`src/rtl/mult_div_if.sv`:
```
// mult_div_if: request/result bundle between the control unit and the MULT/DIV engine
interface mult_div_if #(parameter int WIDTH = 32);
  logic mult_start, div_start;
  logic [WIDTH-1:0] a_in, b_in;
  logic busy, done, div_zero;
  logic [WIDTH-1:0] hi_out, lo_out;
  modport master(output mult_start, div_start, a_in, b_in, input busy, done, div_zero, hi_out, lo_out);
  modport slave(input mult_start, div_start, a_in, b_in, output busy, done, div_zero, hi_out, lo_out);
endinterface

```
`src/rtl/mult_div_unit.sv`:
```
// mult_div_unit: multicycle signed radix-2 Booth multiplier and restoring divider writing HI/LO
module mult_div_unit #(parameter int WIDTH = 32) (
  input logic clock,
  input logic reset,
  mult_div_if.slave bus
);
  typedef enum logic [2:0] {IDLE, MULT, DIV, FIX, DONE} state_t;
  localparam int CW = $clog2(WIDTH);
  state_t r_state;
  logic [CW-1:0] r_count;
  logic [2*WIDTH:0] r_p;
  logic [WIDTH-1:0] r_m, r_rem, r_quo, r_hi, r_lo;
  logic r_neg_q, r_neg_r, r_busy, r_done, r_div_zero;
  logic [WIDTH:0] w_upper, w_booth_sum, w_trial, w_diff;
  logic [2*WIDTH:0] w_p_next;
  logic [WIDTH-1:0] w_a_mag, w_b_mag, w_rem_next, w_quo_next;
  logic w_last;
  // Booth partial sum kept one bit wider so the shift uses the true sign even for -2^(W-1)
  assign w_upper = {r_p[2*WIDTH], r_p[2*WIDTH:WIDTH+1]};
  assign w_booth_sum = (r_p[1:0] == 2'b01) ? w_upper + {r_m[WIDTH-1], r_m}
                     : (r_p[1:0] == 2'b10) ? w_upper - {r_m[WIDTH-1], r_m} : w_upper;
  assign w_p_next = {w_booth_sum, r_p[WIDTH:1]};
  assign w_trial = {r_rem, r_quo[WIDTH-1]};
  assign w_diff = w_trial - {1'b0, r_m};
  assign w_rem_next = w_diff[WIDTH] ? w_trial[WIDTH-1:0] : w_diff[WIDTH-1:0];
  assign w_quo_next = {r_quo[WIDTH-2:0], ~w_diff[WIDTH]};
  assign w_a_mag = bus.a_in[WIDTH-1] ? -bus.a_in : bus.a_in;
  assign w_b_mag = bus.b_in[WIDTH-1] ? -bus.b_in : bus.b_in;
  assign w_last = r_count == CW'(WIDTH - 1);
  assign bus.busy = r_busy;
  assign bus.done = r_done;
  assign bus.div_zero = r_div_zero;
  assign bus.hi_out = r_hi;
  assign bus.lo_out = r_lo;
  always_ff @(posedge clock) begin
    if (reset) begin
      r_state <= IDLE;
      r_count <= '0;
      r_p <= '0;
      r_m <= '0;
      r_rem <= '0;
      r_quo <= '0;
      r_hi <= '0;
      r_lo <= '0;
      r_neg_q <= 1'b0;
      r_neg_r <= 1'b0;
      r_busy <= 1'b0;
      r_done <= 1'b0;
      r_div_zero <= 1'b0;
    end else begin
      r_done <= 1'b0;
      r_div_zero <= 1'b0;
      case (r_state)
        IDLE: begin
          if (bus.mult_start) begin
            r_p <= {{WIDTH{1'b0}}, bus.b_in, 1'b0};
            r_m <= bus.a_in;
            r_count <= '0;
            r_busy <= 1'b1;
            r_state <= MULT;
          end else if (bus.div_start && bus.b_in == '0) begin
            r_div_zero <= 1'b1;
          end else if (bus.div_start) begin
            r_rem <= '0;
            r_quo <= w_a_mag;
            r_m <= w_b_mag;
            r_neg_q <= bus.a_in[WIDTH-1] ^ bus.b_in[WIDTH-1];
            r_neg_r <= bus.a_in[WIDTH-1];
            r_count <= '0;
            r_busy <= 1'b1;
            r_state <= DIV;
          end
        end
        MULT: begin
          r_p <= w_p_next;
          r_count <= r_count + 1'b1;
          if (w_last) begin
            r_hi <= w_p_next[2*WIDTH:WIDTH+1];
            r_lo <= w_p_next[WIDTH:1];
            r_busy <= 1'b0;
            r_done <= 1'b1;
            r_state <= DONE;
          end
        end
        DIV: begin
          r_rem <= w_rem_next;
          r_quo <= w_quo_next;
          r_count <= r_count + 1'b1;
          if (w_last) r_state <= FIX;
        end
        FIX: begin
          r_hi <= r_neg_r ? -r_rem : r_rem;
          r_lo <= r_neg_q ? -r_quo : r_quo;
          r_busy <= 1'b0;
          r_done <= 1'b1;
          r_state <= DONE;
        end
        DONE: r_state <= IDLE;
        default: r_state <= IDLE;
      endcase
    end
  end
endmodule
```
`src/flat_wrapper.sv`:
```
// flat-port wrapper written by rule: the top's interface ports become plain ports
module mult_div_unit_flat 
#(parameter int WIDTH = 32)
  (clock, reset, bus_mult_start, bus_div_start, bus_a_in, bus_b_in, bus_busy, bus_done, bus_div_zero, bus_hi_out, bus_lo_out);
  mult_div_if #(.WIDTH(WIDTH)) bus_i ();
  input logic clock;
  input logic reset;
  input wire logic [$bits(bus_i.mult_start)-1:0] bus_mult_start;
  input wire logic [$bits(bus_i.div_start)-1:0] bus_div_start;
  input wire logic [$bits(bus_i.a_in)-1:0] bus_a_in;
  input wire logic [$bits(bus_i.b_in)-1:0] bus_b_in;
  output wire logic [$bits(bus_i.busy)-1:0] bus_busy;
  output wire logic [$bits(bus_i.done)-1:0] bus_done;
  output wire logic [$bits(bus_i.div_zero)-1:0] bus_div_zero;
  output wire logic [$bits(bus_i.hi_out)-1:0] bus_hi_out;
  output wire logic [$bits(bus_i.lo_out)-1:0] bus_lo_out;
  assign bus_i.mult_start = bus_mult_start;
  assign bus_i.div_start = bus_div_start;
  assign bus_i.a_in = bus_a_in;
  assign bus_i.b_in = bus_b_in;
  assign bus_busy = bus_i.busy;
  assign bus_done = bus_i.done;
  assign bus_div_zero = bus_i.div_zero;
  assign bus_hi_out = bus_i.hi_out;
  assign bus_lo_out = bus_i.lo_out;
  mult_div_unit #(.WIDTH(WIDTH)) u_core (.clock(clock), .reset(reset), .bus(bus_i));
endmodule
```
`config.mk`:
```
export PLATFORM = sky130hd
export DESIGN_NAME = mult_div_unit_flat
export DESIGN_NICKNAME = d
export VERILOG_FILES = /design/src/rtl/mult_div_if.sv /design/src/rtl/mult_div_unit.sv /design/src/flat_wrapper.sv
export SDC_FILE = /design/constraint.sdc
export NUM_CORES = 1
export LEC_CHECK = 0
export ABC_AREA = 1
export BUFFER_PORTS_ARGS = -buffer_cell sky130_fd_sc_hd__buf_2
export CAP_MARGIN = 10
export CORE_ASPECT_RATIO = 0.8
export CORE_MARGIN = 1.5
export CORE_UTILIZATION = 45
export DETAILED_ROUTE_END_ITERATION = 8
export GPL_TIMING_DRIVEN = 0
export PLACE_DENSITY = 0.6
export REMOVE_ABC_BUFFERS = 1
export SLEW_MARGIN = 10
export SYNTH_ARGS = -nofsm -noshare
export SYNTH_HDL_FRONTEND = slang
export SYNTH_SLANG_ARGS = --single-unit
```
`constraint.sdc`:
```
create_clock -name clock -period 4.7 [get_ports clock]
set_clock_uncertainty 0.05 [all_clocks]
set_input_delay 0.705 -clock clock [delete_from_list [all_inputs] [get_ports clock]]
set_output_delay 0.705 -clock clock [all_outputs]
set_load 0.03 [all_outputs]
```
# Word level (Yosys, flattened, before mapping)
# Index checks and enable logic that the tools add are counted.
# W data, S select, Z words.
[word_totals] reg_bits=238 inputBits=68 output_inout_bits=67 elab_cells=102
[classes] add_sub_neg=8 n_eq_ne=15 muxes=42 bitwise_logic=5 reduce_logical=19
[ops] operator="$mux W32" count=16
[ops] operator="$pmux W32 S2" count=4
[ops] operator="$pmux W65 S2" count=1
[ops] operator="$neg A32 Y32" count=4
[ops] operator="$mux W33" count=2
[ops] operator="$mux W65" count=1
[ops] operator="$add A32 B32 Y33" count=1
[ops] operator="$sub A32 B32 Y33" count=1
[ops] operator="$sub A33 B32 Y33" count=1
[ops] operator="$logic_not A32 Y1" count=1
[ops] operator="$reduce_and A4 Y1" count=4
[ops] operator="$mux W3" count=5
[ops] operator="$mux W5" count=3
[ops] operator="$pmux W3 S4" count=1
[ops] operator="$ne A2 B2 Y1 const B" count=5
[ops] operator="$pmux W5 S2" count=1
[ops] operator="$reduce_bool A2 Y1" count=5
[ops] operator="$eq A3 B2 Y1 const B" count=2
[ops] operator="$mux W1" count=6
[ops] operator="$ne A3 B3 Y1 const B" count=2
[ops] operator="$reduce_and A3 Y1" count=2
[ops] operator="$add A5 B1 Y5 const B" count=1
[ops] operator="$eq A5 B5 Y1 const B" count=1
[ops] operator="$ne A2 B1 Y1 const B" count=2
[ops] operator="other kinds (13)" count=17

# Logic depth before layout (Yosys ltp)
# Gate-level depths: netlist of the first run.
[logic_depth] depth_word=6 mapped_depth=18 ltp_nobuf=18

# Worst setup path before layout of the first run
# Ideal clock, no wire load.
[synth_timing] path_type="reg-to-reg" start="register u_core.r_quo[31]" end="register u_core.r_rem[21]" setup_time_ns=0.139 arrival_time_ns=2.179 path_slack_ns=2.332 stages_incl_launch_ff=19 n_path_buf=1 period_less_slack_ns=2.368 cell_sequence="dfxtp_1 inv_1 ha_1 fa_1 inv_1 nand3_1 nand2_2 nand3_2 nand2_2 nand2_2 nand2_4 nand2_4 nand2_4 nand2_8 nand2_4 buf_6 nand2_2 nand3_2 a21oi_2"
[synth_between] elab_chain_cells=3
[synth_rtl] item="from (decl)" line="mult_div_unit.sv:12" rtl="logic [WIDTH-1:0] r_m, r_rem, r_quo, r_hi, r_lo;"
[synth_rtl] item="from (signal assigned)" line="mult_div_unit.sv:65" rtl="r_quo <= w_a_mag;"
[synth_rtl] item="from (signal assigned)" line="mult_div_unit.sv:87" rtl="r_quo <= w_quo_next;"
[synth_rtl] item="$sub A33 B32 Y33" line="mult_div_unit.sv:24" rtl="assign w_diff = w_trial - {1'b0, r_m};"
[synth_rtl] item="$mux W32" line="mult_div_unit.sv:25" rtl="assign w_rem_next = w_diff[WIDTH] ? w_trial[WIDTH-1:0] : w_diff[WIDTH-1:0];"
[synth_rtl] item="$pmux W32 S2" line="mult_div_unit.sv:53" rtl="case (r_state)"
[synth_rtl] item="to (signal assigned)" line="mult_div_unit.sv:86" rtl="r_rem <= w_rem_next;"
[synth_rtl] item="to (decl)" line="mult_div_unit.sv:12"
# No other way between the ends.
# A chain may end at the register's enable or synchronous reset.

# Final worst setup path of the first run
[layout_timing] start="register u_core.r_state[0]" end="register u_core.r_hi[19] (netlist: u_core.bus.hi_out[19])"
[layout_between] elab_chain_cells=3 word_cells_on_any_way=6
[layout_rtl] item="from (decl)" line="mult_div_unit.sv:9" rtl="state_t r_state;"
[layout_rtl] item="from (signal assigned)" line="mult_div_unit.sv:37" rtl="r_state <= IDLE;"
[layout_rtl] item="from (signal assigned)" line="mult_div_unit.sv:60" rtl="r_state <= MULT;"
[layout_rtl] item="from (signal assigned)" line="mult_div_unit.sv:71" rtl="r_state <= DIV;"
[layout_rtl] item="$eq A3 B1 Y1 or $eq A3 B2 Y1 (tied branches)" line="mult_div_unit.sv:53"
[layout_rtl] item="$ne A2 B1 Y1 (no source line) or $reduce_bool A2 Y1 (tied branches)"
[layout_rtl] item="$reduce_and A2 Y1 (no source line)"
[layout_rtl] item="to (signal assigned)" line="mult_div_unit.sv:78" rtl="r_hi <= w_p_next[2*WIDTH:WIDTH+1];"
[layout_rtl] item="to (signal assigned)" line="mult_div_unit.sv:92" rtl="r_hi <= r_neg_r ? -r_rem : r_rem;"
[layout_rtl] item="to (decl)" line="mult_div_unit.sv:12"
# Several ways; a longest one is shown, not always the timed one.

==> reports/metrics.yaml, run 1 <==
antenna_found_initial: 1
drt-wirelength-per-cell_um: 20.4
place.gp.congestion: 1.03
ys_seq_elements: 238
finish.utilization_pct: 49.9
combPwrFrac_pct: 57.3
clock_path_buffers: 3
synth_top_flop_cell: "dfxtp_1"
cts_hold_buffers: 0
critPathKind: "register to register"
netlist_area_um2: 21900
drc_errors: 0
power_leakage_nw: 11.6
cellPowerDensity_nw_per_um2: 520
cts_buffers: 28
drive_above_1_share_pct: 10.5
area_growth_pct: 9.70
drv_slew: 0
nFillCells: 5225
cts_tree: "yes"
grt_pass1_wl_mm: 136
period_needed_ns: 4.12
num_antenna_cells: 0
min_period_over_period_pct: 87.7
multi_input_area_um2: 14600
hold_violations: 0
grt_pass1_vias: 22146
start_kind: "register"
place_ws_ns: 0.670
status: "completed"
drt-vias-per-instance: 5.62
portBuffers: 134
pwr-share-seq_pct: 23.3
fin_setup_tns_ns: 0
synth.distinct_cells: 62
syn_avg_cell_area_um2: 5.90
synth-edff-count: 0
grt_usage_pct: 35.0
row_count: 72
power_frac_clock_pct: 19.4
drt-initial-drc-count: 2752
worstPathArrival_ns: 4.51
cp_max_fo: 33
crit_buf_inv: 8
initial_core_util_pct: 45.5
die_h_um: 200
setup_ws_ns: 0.579
placed_area_um2: 23000
post_cts_buffers: 0
cts.sinks: 238
swShare_pct: 53.4
synth_cells: 3715
worstMarginPinSlew_ns: 1.22
path_cells: "inv_1, nor2_1, inv_2, nor2_4, buf_12, buf_16, inv_2, nor2_4, buf_12, nor2_4, buf_12, inv_1, nor2_1, a31oi_1, a21oi_1"
dr.pass1.iters: 6
ant_nets: 0
ios: 135
cp_top_family: "buffers and inverters"
finalNetCount: 3911
routed-via-count: 24641
critPathSlowestCell: "nor2_4"
vdd_drop_max_v: 0.000360
setup_viol: 0
dp_cells: 4336
yosysWarnings: 0
whs_ns: 0.349
clk_pin_slew_worst_paths_ns: 0.07
grt_max_degree: 116
slew-limit-headroom_pct: 18.6
cp_slowest_stage_delay_ns: 0.67
wl_mm: 89.4
fin_cells: 4388
required_ns: 5.09
dpl.hpwl_mm: 70.6
path_depth: 15
worstRegToRegCells: 15
clock.fmax_mhz: 243
cts_resized: 0
cap_violations: 0
yosysSeqAreaShare_pct: 21.7
power.switching_mw: 6.68
grt-ovfl-total: 0
rsz0062_at_grt: "false"
r2r_slack_ns: 0.58
fp.dieArea_um2: 50000
min_path_cells: 3
htree_num_levels: 1
crit_path_end_kind: "register"
clock-root-buffer: "clkbuf_16"
coreArea_um2: 48200
async_flop_share_pct: 0
dieWidth_um: 250
hp-class: "primary input to register"
intPower_mw: 5.82
finalPower_mw: 12.5
clock_latency_ns: 0.62
ff_latch_area_um2: 4770
fin_area_um2: 24000
flip-flops by register name, indices dropped and copies added (netlist names):
signal / count
u_core.r_state: 3
u_core.r_neg_r: 1
u_core.r_count: 5
u_core.r_neg_q: 1
u_core.bus.busy: 1
u_core.r_p: 65
u_core.r_rem: 32
u_core.bus.lo_out: 32
u_core.r_m: 32
u_core.bus.div_zero: 1
u_core.bus.hi_out: 32
u_core.bus.done: 1
u_core.r_quo: 32
cells by family (layout without fill, tap and decap cells):
family                   after synthesis  after routing  share of synthesized area, %
XOR/XNOR                              66             66                          2.64
adder cells (fa/ha/maj)              106            106                          6.16
flip-flops                           238            238                          21.7
AO/OA/AOI/OAI                        681            681                          17.9
AND/OR/NAND/NOR                     1975           1975                          39.8
buffers and inverters                649            693                          11.8
cells in the mapped netlist (4+ instances only):
cell	count	area [um^2]
a211oi_1	4	30.0
a21boi_0	6	45.0
a21oi_1	261	1310
a21oi_2	36	315
a22o_1	8	70.1
a22oi_1	4	30.0
a31oi_1	66	413
a32oi_1	5	43.8
and2_1	6	37.5
buf_1	8	30.0
buf_2	54	270
buf_6	8	90.1
clkbuf_1	81	304
clkbuf_2	4	20.0
clkinv_1	4	15.0
dfxtp_1	238	4760
ha_1	103	1290
inv_1	465	1750
inv_2	24	90.1
nand2_1	1084	4070
nand2_2	39	244
nand2_4	6	67.6
nand3_1	305	1530
nand3_2	29	290
nand3b_1	14	105
nand4_1	65	407
nor2_1	312	1170
nor2_2	13	81.3
nor2_4	7	78.8
nor3_1	49	245
nor4_1	10	62.6
o211ai_1	14	105
o21ai_0	208	1040
o21ai_1	16	80.1
o21bai_1	20	150
o22ai_1	7	43.8
o31ai_1	4	30.0
or2_2	20	125
xnor2_1	21	184
xor2_1	45	394
placed cells by master, fill, tap and decap left out, drive strengths merged, types with 17 or more instances in the layout:
master	count
a21oi	298
a31oi	66
buf	148
clkbuf	36
dfxtp	238
ha	103
inv	489
nand2	1130
nand3	336
nand4	65
nor2	334
nor3	54
o211ai	17
o21ai	226
o21bai	20
or2	21
xnor2	21
xor2	45
worst paths after layout:
kind                          start                     to
setup / recovery  u_core.r_state[0]  u_core.bus.hi_out[19]
hold / removal          bus_b_in[1]          u_core.r_p[2]
setup reg to reg  u_core.r_state[0]  u_core.bus.hi_out[19]
hold reg to reg   u_core.r_count[4]      u_core.r_count[4]
worst min-delay path: stages:
cell     delay (ns)
buf_2          0.13
nand2_1        0.07
a31oi_1        0.07
metal layers:
layer	GRT usage, %	part of all wire [%]	wire length, um	up-vias
li1	-	-	-	12151
met1	49.6	44	39700	11191
met2	52.5	41	37000	1143
met3	6.69	10	9000	154
met4	12.8	4.2	3750	2
met5	0	0.0078	7	-
layout make-up:
type | instances | share of cell area, %
Multi-Input combinational cell | 2828 | 60.8
Sequential cell | 238 | 19.8
Inverter | 493 | 7.70
Timing Repair Buffer | 148 | 4.19
Clock buffer | 36 | 3.29
Tap cell | 629 | 3.27
Clock inverter | 16 | 0.932
power groups by stage:
stage,registers [mW],logic (mW),clock network [mW]
final,2.91,7.16,2.43
after global routing,2.95,7.83,2.52
after CTS,2.88,6.98,2.45
after detailed placement,2.92,6.95,0
after global placement,2.92,6.76,0
after floorplan,2.77,4.63,0
Power figures use the tool's default switching activity.
==> run 2, diff against run 1 <==
==> constraint.sdc (replaced) <==
create_clock -name clock -period 4.7 [get_ports clock]
set_clock_uncertainty 0.05 [all_clocks]
set_input_delay 1.41 -clock clock [delete_from_list [all_inputs] [get_ports clock]]
set_output_delay 1.41 -clock clock [all_outputs]
set_load 0.03 [all_outputs]
==> reports/metrics.yaml, run 2 (synthesis results as in run 1) <==
cts.sinks: 238
fin_setup_tns_ns: 0
power_frac_clock_pct: 19.5
path_depth: 15
clock_path_buffers: 3
dpl.hpwl_mm: 70.6
cts_resized: 0
grt-ovfl-total: 0
startpoint: "u_core.r_state[0]"
period_needed_ns: 4.13
cts_hold_buffers: 0
start_kind: "register"
coreArea_um2: 48200
place.gp.congestion: 1.03
drive_above_1_share_pct: 10.5
vdd_drop_max_v: 0.000360
routed-via-count: 24564
slew-limit-headroom_pct: 19.3
cp_top_family: "buffers and inverters"
antenna_found_initial: 1
drt-vias-per-instance: 5.60
dr.pass1.iters: 6
crit_path_end_kind: "register"
drv_slew: 0
cellPowerDensity_nw_per_um2: 520
combPwrFrac_pct: 57.2
power.switching_mw: 6.67
area_growth_pct: 9.70
post_cts_buffers: 0
portBuffers: 134
rsz0062_at_grt: "false"
grt_pass1_wl_mm: 136
cp_slowest_stage_delay_ns: 0.67
min_period_over_period_pct: 87.8
die_h_um: 200
ios: 135
worstRegToRegCells: 15
wl_mm: 89.5
largest_reg_flops: 65
num_antenna_cells: 0
hp-class: "register to register"
cap_violations: 0
setup_ws_ns: 0.572
worstPathArrival_ns: 4.52
ant_nets: 0
worstMarginPinSlew_ns: 1.21
clk_pin_slew_worst_paths_ns: 0.07
mostFrequentLayoutCell: "nand2_1"
final_cell_mix: "nand2_1, inv_1, nor2_1"
cts_buffers: 28
pwr-share-seq_pct: 23.3
r2r_start: "u_core.r_state[0]"
drt-initial-drc-count: 2635
finalNetCount: 3911
hold_violations: 0
initial_core_util_pct: 45.5
clock.fmax_mhz: 242
intPower_mw: 5.82
fp.dieArea_um2: 50000
required_ns: 5.09
clock_latency_ns: 0.62
cp-endpoint: "u_core.bus.hi_out[19]"
cts_tree: "yes"
drt-wirelength-per-cell_um: 20.4
grt_max_degree: 116
r2r_slack_ns: 0.57
setup_viol: 0
place_ws_ns: 0.437
path_cells: "inv_1, nor2_1, inv_2, nor2_4, buf_12, buf_16, inv_2, nor2_4, buf_12, nor2_4, buf_12, inv_1, nor2_1, a31oi_1, a21oi_1"
critPathSlowestCell: "nor2_4"
grt_pass1_vias: 22155
clock-root-buffer: "clkbuf_16"
htree_num_levels: 1
drc_errors: 0
grt_usage_pct: 35.0
row_count: 72
dieWidth_um: 250
crit_buf_inv: 8
cp_max_fo: 33
critPathKind: "register to register"
power_leakage_nw: 11.6
status: "completed"
regMostFlops: "u_core.r_p"
r2r-end: "u_core.bus.hi_out[19]"
swShare_pct: 53.4
## run 2: how the worst min path moves through the flow
| stage | startpoint | end | depth (start not counted) |
|---|---|---|---|
| after floorplan | u_core.r_count[3] | u_core.r_count[3] | 2 |
| after global placement | u_core.r_count[3] | u_core.r_count[3] | 2 |
| after detailed placement | u_core.r_count[3] | u_core.r_count[3] | 2 |
| after CTS | u_core.r_count[3] | u_core.r_count[3] | 2 |
| after global routing | u_core.r_count[3] | u_core.r_count[3] | 2 |
| final | u_core.r_count[3] | u_core.r_count[3] | 2 |
## run 2: through the flow
| step | hold WS, ns | instance area [um^2] | power [mW] | utilization, % | cells |
|---|---|---|---|---|---|
| 2_1_floorplan | 0.384 | 21200 | 7.40 | - | 3559 |
| 3_3_place_gp | 0.406 | 22600 | 9.69 | 47.0 | 4322 |
| 3_5_place_dp | 0.409 | 23000 | 9.87 | 47.8 | 4336 |
| 4_1_cts | 0.420 | 24000 | 12.3 | 49.9 | 4388 |
| 5_1_grt | 0.431 | 24000 | 13.3 | 49.9 | 4388 |
| 6_report | 0.421 | 24000 | 12.5 | 49.9 | 4388 |
## run 2: cell type report
class                           instances  area, um^2
Clock inverter                         16         224
Timing Repair Buffer                  148        1010
Inverter                              493        1850
Sequential cell                       238        4770
Clock buffer                           36         791
Fill cell                            5225       24200
Multi-Input combinational cell       2828       14600
Tap cell                              629         787
## run 2: power by group through the flow
stage                     registers (mW)  logic (mW)  clock network (mW)
after floorplan                     2.77        4.63                   0
after global placement              2.92        6.76                   0
after detailed placement            2.92        6.95                   0
after CTS                           2.88        6.98                2.45
after global routing                2.95        7.83                2.52
final                               2.91        7.15                2.43
## run 2: worst register-to-register path: cells and delay by family (launching register included)
| kind | cells | cell delay [ns] |
|---|---|---|
| AO/OA/AOI/OAI | 2 | 0.26 |
| buffers and inverters | 8 | 1.72 |
| AND/OR/NAND/NOR | 5 | 1.56 |
| flip-flops | 1 | 0.35 |
## run 2: routing by layer
layer	global-route usage [%]	vias to the layer above	share of wire, %
met5	0	-	0.0078
met4	12.8	2	4.2
met3	6.69	160	10
met2	52.5	1088	41
met1	49.6	11158	44
li1	-	12156	-
